--- src/rtl/ram_arbiter.sv ---
// Two-port round-robin arbiter in front of a single-port RAM with registered outputs.
// Optional power-on clear sweep of the whole RAM is enabled by defining RAM_CLEAR_EN.
module ram_arbiter #(
   parameter int ADDR_W = 6,
   parameter int DATA_W = 16
) (
   input  logic              clk,
   input  logic              rst_n,
   input  logic              req0,
   input  logic              req1,
   input  logic              we0,
   input  logic              we1,
   input  logic [ADDR_W-1:0] addr0,
   input  logic [ADDR_W-1:0] addr1,
   input  logic [DATA_W-1:0] wdata0,
   input  logic [DATA_W-1:0] wdata1,
   output logic              gnt0,
   output logic              gnt1,
   output logic              rvalid0,
   output logic              rvalid1,
   output logic [DATA_W-1:0] rdata,
   output logic              busy,
   output logic [ADDR_W-1:0] ram_addr,
   output logic [DATA_W-1:0] ram_in,
   output logic              ram_ld,
   input  logic [DATA_W-1:0] ram_out
);

`ifdef RAM_CLEAR_EN
   typedef enum logic [1:0] {S_CLEAR, S_IDLE, S_ACCESS} state_t;
   localparam state_t RST_STATE = S_CLEAR;
   logic [ADDR_W-1:0] cnt_q, cnt_d;
   logic              busy_q, busy_d;
`else
   typedef enum logic {S_IDLE, S_ACCESS} state_t;
   localparam state_t RST_STATE = S_IDLE;
`endif

   state_t            state_q, state_d;
   logic              last_q, last_d;
   logic              gnt0_q, gnt0_d, gnt1_q, gnt1_d;
   logic              rvalid0_q, rvalid0_d, rvalid1_q, rvalid1_d;
   logic [DATA_W-1:0] rdata_q, rdata_d;
   logic [ADDR_W-1:0] ram_addr_q, ram_addr_d;
   logic [DATA_W-1:0] ram_in_q, ram_in_d;
   logic              ram_ld_q, ram_ld_d;
   logic              pick1;

   // last_q = 1 means port 1 was granted last, so port 0 wins the next tie
   assign pick1 = req1 & (~req0 | ~last_q);

   always_comb begin
      state_d    = state_q;
      last_d     = last_q;
      gnt0_d     = 1'b0;
      gnt1_d     = 1'b0;
      rvalid0_d  = 1'b0;
      rvalid1_d  = 1'b0;
      rdata_d    = rdata_q;
      ram_addr_d = ram_addr_q;
      ram_in_d   = ram_in_q;
      ram_ld_d   = 1'b0;
`ifdef RAM_CLEAR_EN
      cnt_d      = cnt_q;
      busy_d     = busy_q;
`endif
      case (state_q)
`ifdef RAM_CLEAR_EN
         S_CLEAR: begin
            // busy_q low here marks the single exit cycle after the last write
            if (busy_q) begin
               ram_ld_d   = 1'b1;
               ram_in_d   = '0;
               ram_addr_d = cnt_q;
               cnt_d      = cnt_q + 1'b1;
               if (&cnt_q) busy_d = 1'b0;
            end else begin
               state_d = S_IDLE;
            end
         end
`endif
         S_IDLE: begin
            if (req0 | req1) begin
               gnt0_d     = ~pick1;
               gnt1_d     = pick1;
               last_d     = pick1;
               ram_addr_d = pick1 ? addr1  : addr0;
               ram_in_d   = pick1 ? wdata1 : wdata0;
               ram_ld_d   = pick1 ? we1    : we0;
               state_d    = S_ACCESS;
            end
         end
         S_ACCESS: begin
            state_d = S_IDLE;
            if (!ram_ld_q) begin
               rdata_d   = ram_out;
               rvalid0_d = gnt0_q;
               rvalid1_d = gnt1_q;
            end
         end
         default: state_d = S_IDLE;
      endcase
   end

   always_ff @(posedge clk or negedge rst_n) begin
      if (!rst_n) begin
         state_q    <= RST_STATE;
         last_q     <= 1'b1;
         gnt0_q     <= 1'b0;
         gnt1_q     <= 1'b0;
         rvalid0_q  <= 1'b0;
         rvalid1_q  <= 1'b0;
         rdata_q    <= '0;
         ram_addr_q <= '0;
         ram_in_q   <= '0;
         ram_ld_q   <= 1'b0;
`ifdef RAM_CLEAR_EN
         cnt_q      <= '0;
         busy_q     <= 1'b1;
`endif
      end else begin
         state_q    <= state_d;
         last_q     <= last_d;
         gnt0_q     <= gnt0_d;
         gnt1_q     <= gnt1_d;
         rvalid0_q  <= rvalid0_d;
         rvalid1_q  <= rvalid1_d;
         rdata_q    <= rdata_d;
         ram_addr_q <= ram_addr_d;
         ram_in_q   <= ram_in_d;
         ram_ld_q   <= ram_ld_d;
`ifdef RAM_CLEAR_EN
         cnt_q      <= cnt_d;
         busy_q     <= busy_d;
`endif
      end
   end

   assign gnt0     = gnt0_q;
   assign gnt1     = gnt1_q;
   assign rvalid0  = rvalid0_q;
   assign rvalid1  = rvalid1_q;
   assign rdata    = rdata_q;
   assign ram_addr = ram_addr_q;
   assign ram_in   = ram_in_q;
   assign ram_ld   = ram_ld_q;
`ifdef RAM_CLEAR_EN
   assign busy     = busy_q;
`else
   assign busy     = 1'b0;
`endif

endmodule
--- config.mk ---
export PLATFORM = sky130hd
export DESIGN_NAME = ram_arbiter
export DESIGN_NICKNAME = d
export VERILOG_FILES = /design/src/rtl/ram_arbiter.sv
export SDC_FILE = /design/constraint.sdc
export NUM_CORES = 1
export LEC_CHECK = 0
export CORE_ASPECT_RATIO = 0.6
export CORE_MARGIN = 10
export CORE_UTILIZATION = 34
export DETAILED_ROUTE_END_ITERATION = 8
export HOLD_SLACK_MARGIN = 0.08
export PLACE_DENSITY = 0.78
export RECOVER_POWER = 50
export SLEW_MARGIN = 10
export SYNTH_ARGS = -nofsm -noshare
export SYNTH_HDL_FRONTEND = slang
export SYNTH_SLANG_ARGS = --single-unit
export TNS_END_PERCENT = 1
--- constraint.sdc ---
create_clock -name clk -period 1.25 [get_ports clk]
set_input_delay 0.3125 -clock clk [delete_from_list [all_inputs] [get_ports clk]]
set_output_delay 0.3125 -clock clk [all_outputs]
set_load 0.005 [all_outputs]
* Yosys cells after proc, flatten, opt, wreduce, memory -nomap -nowiden
Cells that the tools add are included.
Storage, ports and cells: register bits after elaboration 45, input bits 66, output and inout port bits 44
Cells by class: multiplexer cells 15, bitwise gates (word level) 8, reductions and logical operators 2
Operators by type and width (count):
- $mux W16 | 1
- $mux W1 | 12
- $mux W6 | 1
- $not A1 Y1 | 5
- $reduce_and A2 Y1 | 2
- $or A1 B1 Y1 | 2
- $pmux W1 S2 | 1
- $and A1 B1 Y1 | 1

* Logic depth before layout (Yosys ltp)
Gate-level depths: netlist (run 1).
depth after elaboration 6, depth in mapped cells 5, gate-level depth less buffers 4

* Worst setup path after synthesis (run 1)
Ideal clock, no wire load.
kind reg2reg, from reg last_q, to reg ram_in_q[10], in the netlist ram_in[10], library setup time 126 ps, arrival time 1128 ps, setup slack -4 ps, cell stages (with the launch flop) 5, clock period less this slack 1254 ps, path through dfstp_2 > nand2_1 > and2_4 > buf_6 > a221o_1
On the way: cells in the longest elaborated chain, start to end 4
RTL lines:
- start, declared | RTL line 40 | logic last_q, last_d;
- start signal, assigned | RTL line 123 | last_q <= last_d;
- $not A1 Y1 | RTL line 50 | assign pick1 = req1 & (~req0 | ~last_q);
- $or A1 B1 Y1 | RTL line 50
- $and A1 B1 Y1 | RTL line 50
- $mux W16 | RTL line 88 | ram_in_d = pick1 ? wdata1 : wdata0;
- end signal, assigned | RTL line 130 | ram_in_q <= ram_in_d;
- end, declared | RTL line 45 | logic [DATA_W-1:0] ram_in_q, ram_in_d;
Every way passes these cells. A chain may end at the register's enable or synchronous reset.

* Final worst setup path (run 1)
from reg last_q, to reg ram_in_q[1], in the netlist ram_in[1]
Same word-level chain as after synthesis.

==> impl_metrics.yaml, run 1 <==
grt:
  grt_start_max_net_pins: 46
  globalRouteOverflowTotal: 0
  grt_antenna_before_repair: 0
  first_global_vias: 1703
  grt_util_all_layers: 0.126
  grt_first_pass_wirelength_mm: 9.05
timing:
  slew_viol_final: 0
  timing.setup.tns_ns: -0.0957
  timing_worst_slew_pin_value_ns: 0.598
  relSlewSlack: 0.601
  worst_slack_ns: -0.0253
  timing.final.hold_violations: 0
  final.period_utilization: 1.02
  timing.final.setup_violations: 8
  final_worst_path_period_need_ns: 1.28
  unrepaired_setup_endpoints_after_global_routing: "yes"
  max_freq_mhz: 784
  finClkSkew_ns: 0.00827
logic_synthesis:
  netlist.top_cell.by_area: "dfrtp_1"
  synth.yosys.seq_area_share: 0.594
  ys_dominant_reg_cell: "dfrtp_1"
  synth.cells.most_frequent: "44 x dfrtp_1, 23 x a21oi_1, 14 x nand2_1"
  synth.area.top_cells: "dfrtp_1 58%, mux2_4 6.3%, a21oi_1 6.1%"
  synthMostInstantiatedCell: "dfrtp_1"
  synth.ff_latch_count: 45
  synth.top_cell.area_share: 0.580
  yosysUniqueCellTypes: 22
  edff_count_synth: 0
  syn-mean-instance-area_um2: 12.2
  synthCells: 156
  yosys_warnings: 0
  async_reset_ff_frac: 1.00
  post_synth_instance_area_um2: 1900
  syn-num-nets: 222
worst_setup_path:
  cp-start-kind: "flop"
  rrSetupSlack_ns: -0.03
  path_max_fanout: 6
  worstPathCellList: "nand2_4 -> and2_4 -> a221o_1"
  worst_r2r_path_depth: 3
  slowest_delay_ns: 0.61
  cp_arrival_ns: 1.44
  endpoint_required_time_on_the_critical_path_ns: 1.42
  cp_num_buf_inv: 0
  timing.critical_path.max_delay_family: "flip-flops"
  reg2reg_from: "last_q"
  critPathCaptureType: "flop"
  worstReg2RegEnd: "ram_in[1]"
  timing.setup.critical_path_class: "flop to flop"
  cp_slowest_cell: "dfstp_2"
route:
  avgRoutedWirePerCell_um: 18.2
  via_per_inst: 4.84
  route.detailed.drc: 0
  aggregate_routed_wire_length_mm: 6.27
  dr_total_vias: 1669
  detail-route-antenna-nets: 0
  detail_route.first_pass.iterations: 4
  initialDrtViolationCount: 57
floorplanning:
  die_area_um2: 9070
  die_y_um: 77.9
  die_width_um: 116
  core-area_um2: 5230
  floorplan.io_pins: 110
  initial_utilization: 0.363
  row_count: 20
clock_network:
  cts_buffers: 5
  clock_tree.root_cell: "clkbuf_8"
  clock_tree.htree_level_count: 2
  tritoncts: "done"
  maximum_clock_path_buffer_count: 2
  clkSinkCount: 45
  worst_setup_hold_path_clk_slew_ns: 0.08
  clock_latency_ns: 0.29
status:
  run_status: "complete, but fails checks"
  violations: "setup timing"
hold_path:
  holdPathEnd: "rvalid1"
  worstHoldStart: "gnt1"
  holdPathStages: 1
  kind_of_path_behind_the_tightest_hold_check: "flop to flop"
power:
  p_leak_uw: 0.00149
  p_total_uw: 4400
  p_per_area_nw_per_um2: 1340
  vdd.ir_drop.worst_v: 0.000514
cells_and_area:
  multi_input_comb_area_um2: 811
  filler_cell_count_in_the_final_layout: 462
  area_growth_syn_to_layout_pct: 73.2
  final_layout_size_suffix_gt1_frac: 0.276
  layout.area.seq_um2: 1130
  antennaDiodeCount: 0
  design.final.nets: 344
run:
  cap_viol_max_count: 0
place:
  gp_congestion: 0.780
  dpl.hpwl_mm: 4.58
  numPortBuffers: 108
what timing repair did:
action                                  4_1_cts  5_1_grt
gates resized for setup                      90       52
hold buffers                                  1        0
gates cloned                                  0        3
hold endpoints to repair                     44        0
endpoints found under the setup margin       66       41
setup buffers                                 3        2
placed cells by master, fill, tap and decap left out, types with 5 or more instances in the layout:
| cell type | Yosys | routed |
|---|---|---|
| clkdlybuf4s50_1 | 0 | 62 |
| nor2_1 | 11 | 8 |
| a221o_1 | 11 | 11 |
| mux2_4 | 8 | 13 |
| a21oi_1 | 23 | 17 |
| nand2_1 | 14 | 13 |
| buf_6 | 2 | 6 |
| and3_1 | 11 | 8 |
| clkbuf_2 | 0 | 14 |
| buf_4 | 3 | 6 |
| dfrtp_1 | 44 | 44 |
| clkbuf_8 | 0 | 5 |
| clkdlybuf4s15_1 | 0 | 29 |
| a21oi_2 | 0 | 6 |
state kept, by name, summed over array words and instances (netlist names):
signal,cells
rdata,16
state_q,1
gnt1,1
rvalid1,1
last_q,1
ram_in,16
gnt0,1
ram_addr,6
rvalid0,1
ram_ld,1
power by group:
| part | switching [µW] | internal [µW] | total, µW |
|---|---|---|---|
| Sequential | 201 | 1780 | 1980 |
| Clock | 457 | 388 | 845 |
| Combinational | 587 | 984 | 1570 |
| Total | 1250 | 3150 | 4400 |
final cells by class:
class	instances	area share
repair buffers	124	0.356
flip-flops and latches	45	0.343
multi-input cells	100	0.247
well taps	66	0.0251
clock buffers	6	0.0221
clock inverters	2	0.00305
inverters	1	0.00228
repair inverters	1	0.00228
stage by stage:
stage	area, µm²	cells	setup slack, ns	hold slack (ns)	utilization
after floorplan	1900	156	-0.00158	0.0169	-
after global placement	3080	328	-0.463	0.309	0.588
after detailed placement	3080	328	-0.543	0.317	0.588
after CTS	3200	340	-0.0332	0.493	0.611
after global routing	3290	345	-0.0568	0.515	0.628
final	3290	345	-0.0253	0.491	0.628
worst max-delay path by stage:
stage | start | endpoint | cells after the start
3_5_place_dp | req1 | ram_in[1] | 4
4_1_cts | last_q | ram_in[1] | 3
6_report | last_q | ram_in[1] | 3
5_1_grt | last_q | ram_in[12] | 4
3_3_place_gp | req1 | ram_in[7] | 4
2_1_floorplan | last_q | ram_in[10] | 4
routing by layer:
layer / global-route usage / up-vias / share of wire
li1: - / 790 / -
met1: 0.166 / 802 / 0.46
met2: 0.180 / 72 / 0.44
met3: 0.0622 / 5 / 0.094
met4: 0.0299 / 0 / 0.0054
met5: 0 / - / 0
cell families after synthesis:
kind of cell,Yosys count,share of synthesized area
multiplexers,16,0.111
buffers and inverters,12,0.0415
AND/OR/NAND/NOR,44,0.113
flip-flops,45,0.594
other,1,0.00198
AO/OA/AOI/OAI,38,0.138
Note: power is estimated with default switching activity, not from simulation.
==> run 2: changes to the inputs <==
--- a/config.mk
+++ b/config.mk
@@ -7,10 +7,10 @@
 export LEC_CHECK = 0
 export CORE_ASPECT_RATIO = 0.6
 export CORE_MARGIN = 10
-export CORE_UTILIZATION = 34
+export CORE_UTILIZATION = 25
 export DETAILED_ROUTE_END_ITERATION = 8
 export HOLD_SLACK_MARGIN = 0.08
-export PLACE_DENSITY = 0.78
+export PLACE_DENSITY = 0.61
 export RECOVER_POWER = 50
 export SLEW_MARGIN = 10
 export SYNTH_ARGS = -nofsm -noshare
==> run 2 against run 1 <==
Against the previous run: the flow now finishes without violations; sequential share of layout area is 1.1 points lower; cell count is 10% higher; global-route usage is 2.4 points lower; fmax is 2.3% higher; non-clock buffer count is 1 lower.
==> impl_metrics.yaml, run 2 (same netlist as run 1, synthesis figures left out) <==
status:
  run_status: "finished, final reports clean"
clock_network:
  tritoncts: "done"
  cts_buffers: 5
  clock_tree.root_cell: "clkbuf_16"
  worst_setup_hold_path_clk_slew_ns: 0.07
  maximum_clock_path_buffer_count: 2
  clkSinkCount: 45
  clock_latency_ns: 0.28
  clock_tree.htree_level_count: 2
run:
  cap_viol_max_count: 0
worst_setup_path:
  cp_arrival_ns: 1.41
  cp-start-kind: "flop"
  path_max_fanout: 6
  critPathCaptureType: "flop"
  endpoint_required_time_on_the_critical_path_ns: 1.41
  timing.setup.critical_path_class: "flop to flop"
  worstPathCellList: "nand2_2 -> and2_4 -> a221o_1"
  slowest_delay_ns: 0.57
  cp_num_buf_inv: 0
  timing.critical_path.max_delay_family: "flip-flops"
  cp_slowest_cell: "dfstp_2"
cells_and_area:
  final_layout_size_suffix_gt1_frac: 0.209
  design.final.nets: 342
  final_non_filler_cells: 381
  antennaDiodeCount: 0
  final_cell_area_um2: 3400
  area_growth_syn_to_layout_pct: 79.3
  most_frequent_cells_in_the_layout: "62 x clkdlybuf4s50_1, 43 x dfrtp_1, 39 x clkdlybuf4s15_1"
  most_frequent_standard_cell_in_the_layout_excluding_fill_and_tap_cells: "clkdlybuf4s50_1"
floorplanning:
  initial_utilization: 0.259
  die_y_um: 87.5
  die_width_um: 132
  floorplan.io_pins: 110
  core-area_um2: 7330
  die_area_um2: 11600
  row_count: 24
timing:
  final.period_utilization: 0.998
  max_freq_mhz: 802
  timing_worst_slew_pin_value_ns: 0.577
  timing.final.hold_violations: 0
  slew_viol_final: 0
  worst_hold_slack_ns: 0.496
  finClkSkew_ns: 0.00816
  final_worst_path_period_need_ns: 1.25
  relSlewSlack: 0.615
  timing.final.setup_violations: 0
  timing.setup.tns_ns: 0
  unrepaired_setup_endpoints_after_global_routing: "yes"
grt:
  grt_antenna_before_repair: 0
  grt_start_max_net_pins: 46
  grt_util_all_layers: 0.102
  first_global_vias: 1794
  globalRouteOverflowTotal: 0
  grt_first_pass_wirelength_mm: 9.57
power:
  share_clk_of_total_power: 0.271
  p_leak_uw: 0.00152
  p_per_area_nw_per_um2: 1420
  power.net_switching_uw: 1330
  vdd.ir_drop.worst_v: 0.000646
  internal-power_uw: 3520
  power.sequential.fraction: 0.407
  p_total_uw: 4850
  p_comb_frac: 0.322
  swShare: 0.274
route:
  dr_wl_met3_um: 629
  aggregate_routed_wire_length_mm: 6.28
  met2RoutedLength_mm: 2.63
  via_per_inst: 4.37
  detail_route.first_pass.iterations: 4
  initialDrtViolationCount: 40
  detail-route-antenna-nets: 0
  routed.top_layer: "met4"
  avgRoutedWirePerCell_um: 16.5
  route.detailed.drc: 0
  met1_length_mm: 2.99
  dr_total_vias: 1665
place:
  dpl.hpwl_mm: 4.52
  placedCellCount: 366
  gp_congestion: 0.746
  placedInstanceArea_um2: 3120
  numPortBuffers: 108
hold_path:
  kind_of_path_behind_the_tightest_hold_check: "flop to flop"
run 2: cell types whose count changed in the layout (fill, tap and decap cells not counted), sizes merged:
cell | previous run | this run
clkbuf | 21 | 10
clkdlybuf4s15 | 29 | 39
clkinv | 2 | 0
clkinvlp | 2 | 4
buf | 15 | 14
dlygate4sd2 | 2 | 1
dlymetal6s2s | 0 | 1
run 2: timing repair:
item	CTS	global route
resized for setup	75	50
cloned	0	3
hold buffers	1	0
buffers inserted	0	3
endpoints found under the hold margin	44	0
setup endpoints to repair	75	59
pin swaps	0	12
run 2: power groups by stage:
| stage | Combinational [µW] | Clock [µW] | Sequential (µW) |
|---|---|---|---|
| 6_report | 1560 | 1310 | 1980 |
| 4_1_cts | 1450 | 1360 | 1970 |
| 2_1_floorplan | 555 | 0 | 2000 |
| 5_1_grt | 1710 | 1430 | 2020 |
| 3_3_place_gp | 1610 | 0 | 1980 |
| 3_5_place_dp | 1610 | 0 | 1990 |
run 2: final timing paths:
kind / from / to / slack (ns) / cells after the start
min reg2reg: gnt1 / rvalid1 / 0.50 / 1
max reg2reg: last_q / ram_in[1] / 0.003 / 3
max in group asynchronous: rst_n / state_q / 0.18 / 3
max: last_q / ram_in[1] / 0.003 / 3
min: gnt1 / rvalid1 / 0.50 / 1
min in group asynchronous: rst_n / ram_in[7] / 0.65 / 3
run 2: per-layer routing:
layer	global-route usage	vias up
li1	-	791
met2	0.147	79
met4	0.0239	0
met1	0.131	793
met3	0.0547	2
met5	0	-
run 2: final cells by class:
cell class,count,area (µm²)
fillers,696,3920
repair buffers,123,1210
flip-flops and latches,45,1130
multi-input cells,100,778
well taps,104,130
clock buffers,5,125
clock inverters,3,22.5
inverters,1,7.51
run 2: worst reg2reg max path: cells and delay by family, from the launching register on:
kind / cells / cell delay, ns
AO/OA/AOI/OAI: 1 / 0.29
flip-flops: 1 / 0.57
AND/OR/NAND/NOR: 2 / 0.27
run 2: per-stage QoR:
step / worst slack (ns) / utilization
after floorplan: -0.00158 / -
after global placement: -0.473 / 0.426
after detailed placement: -0.508 / 0.426
after CTS: -0.0973 / 0.446
after global routing: -0.0344 / 0.464
final: 0.00304 / 0.464
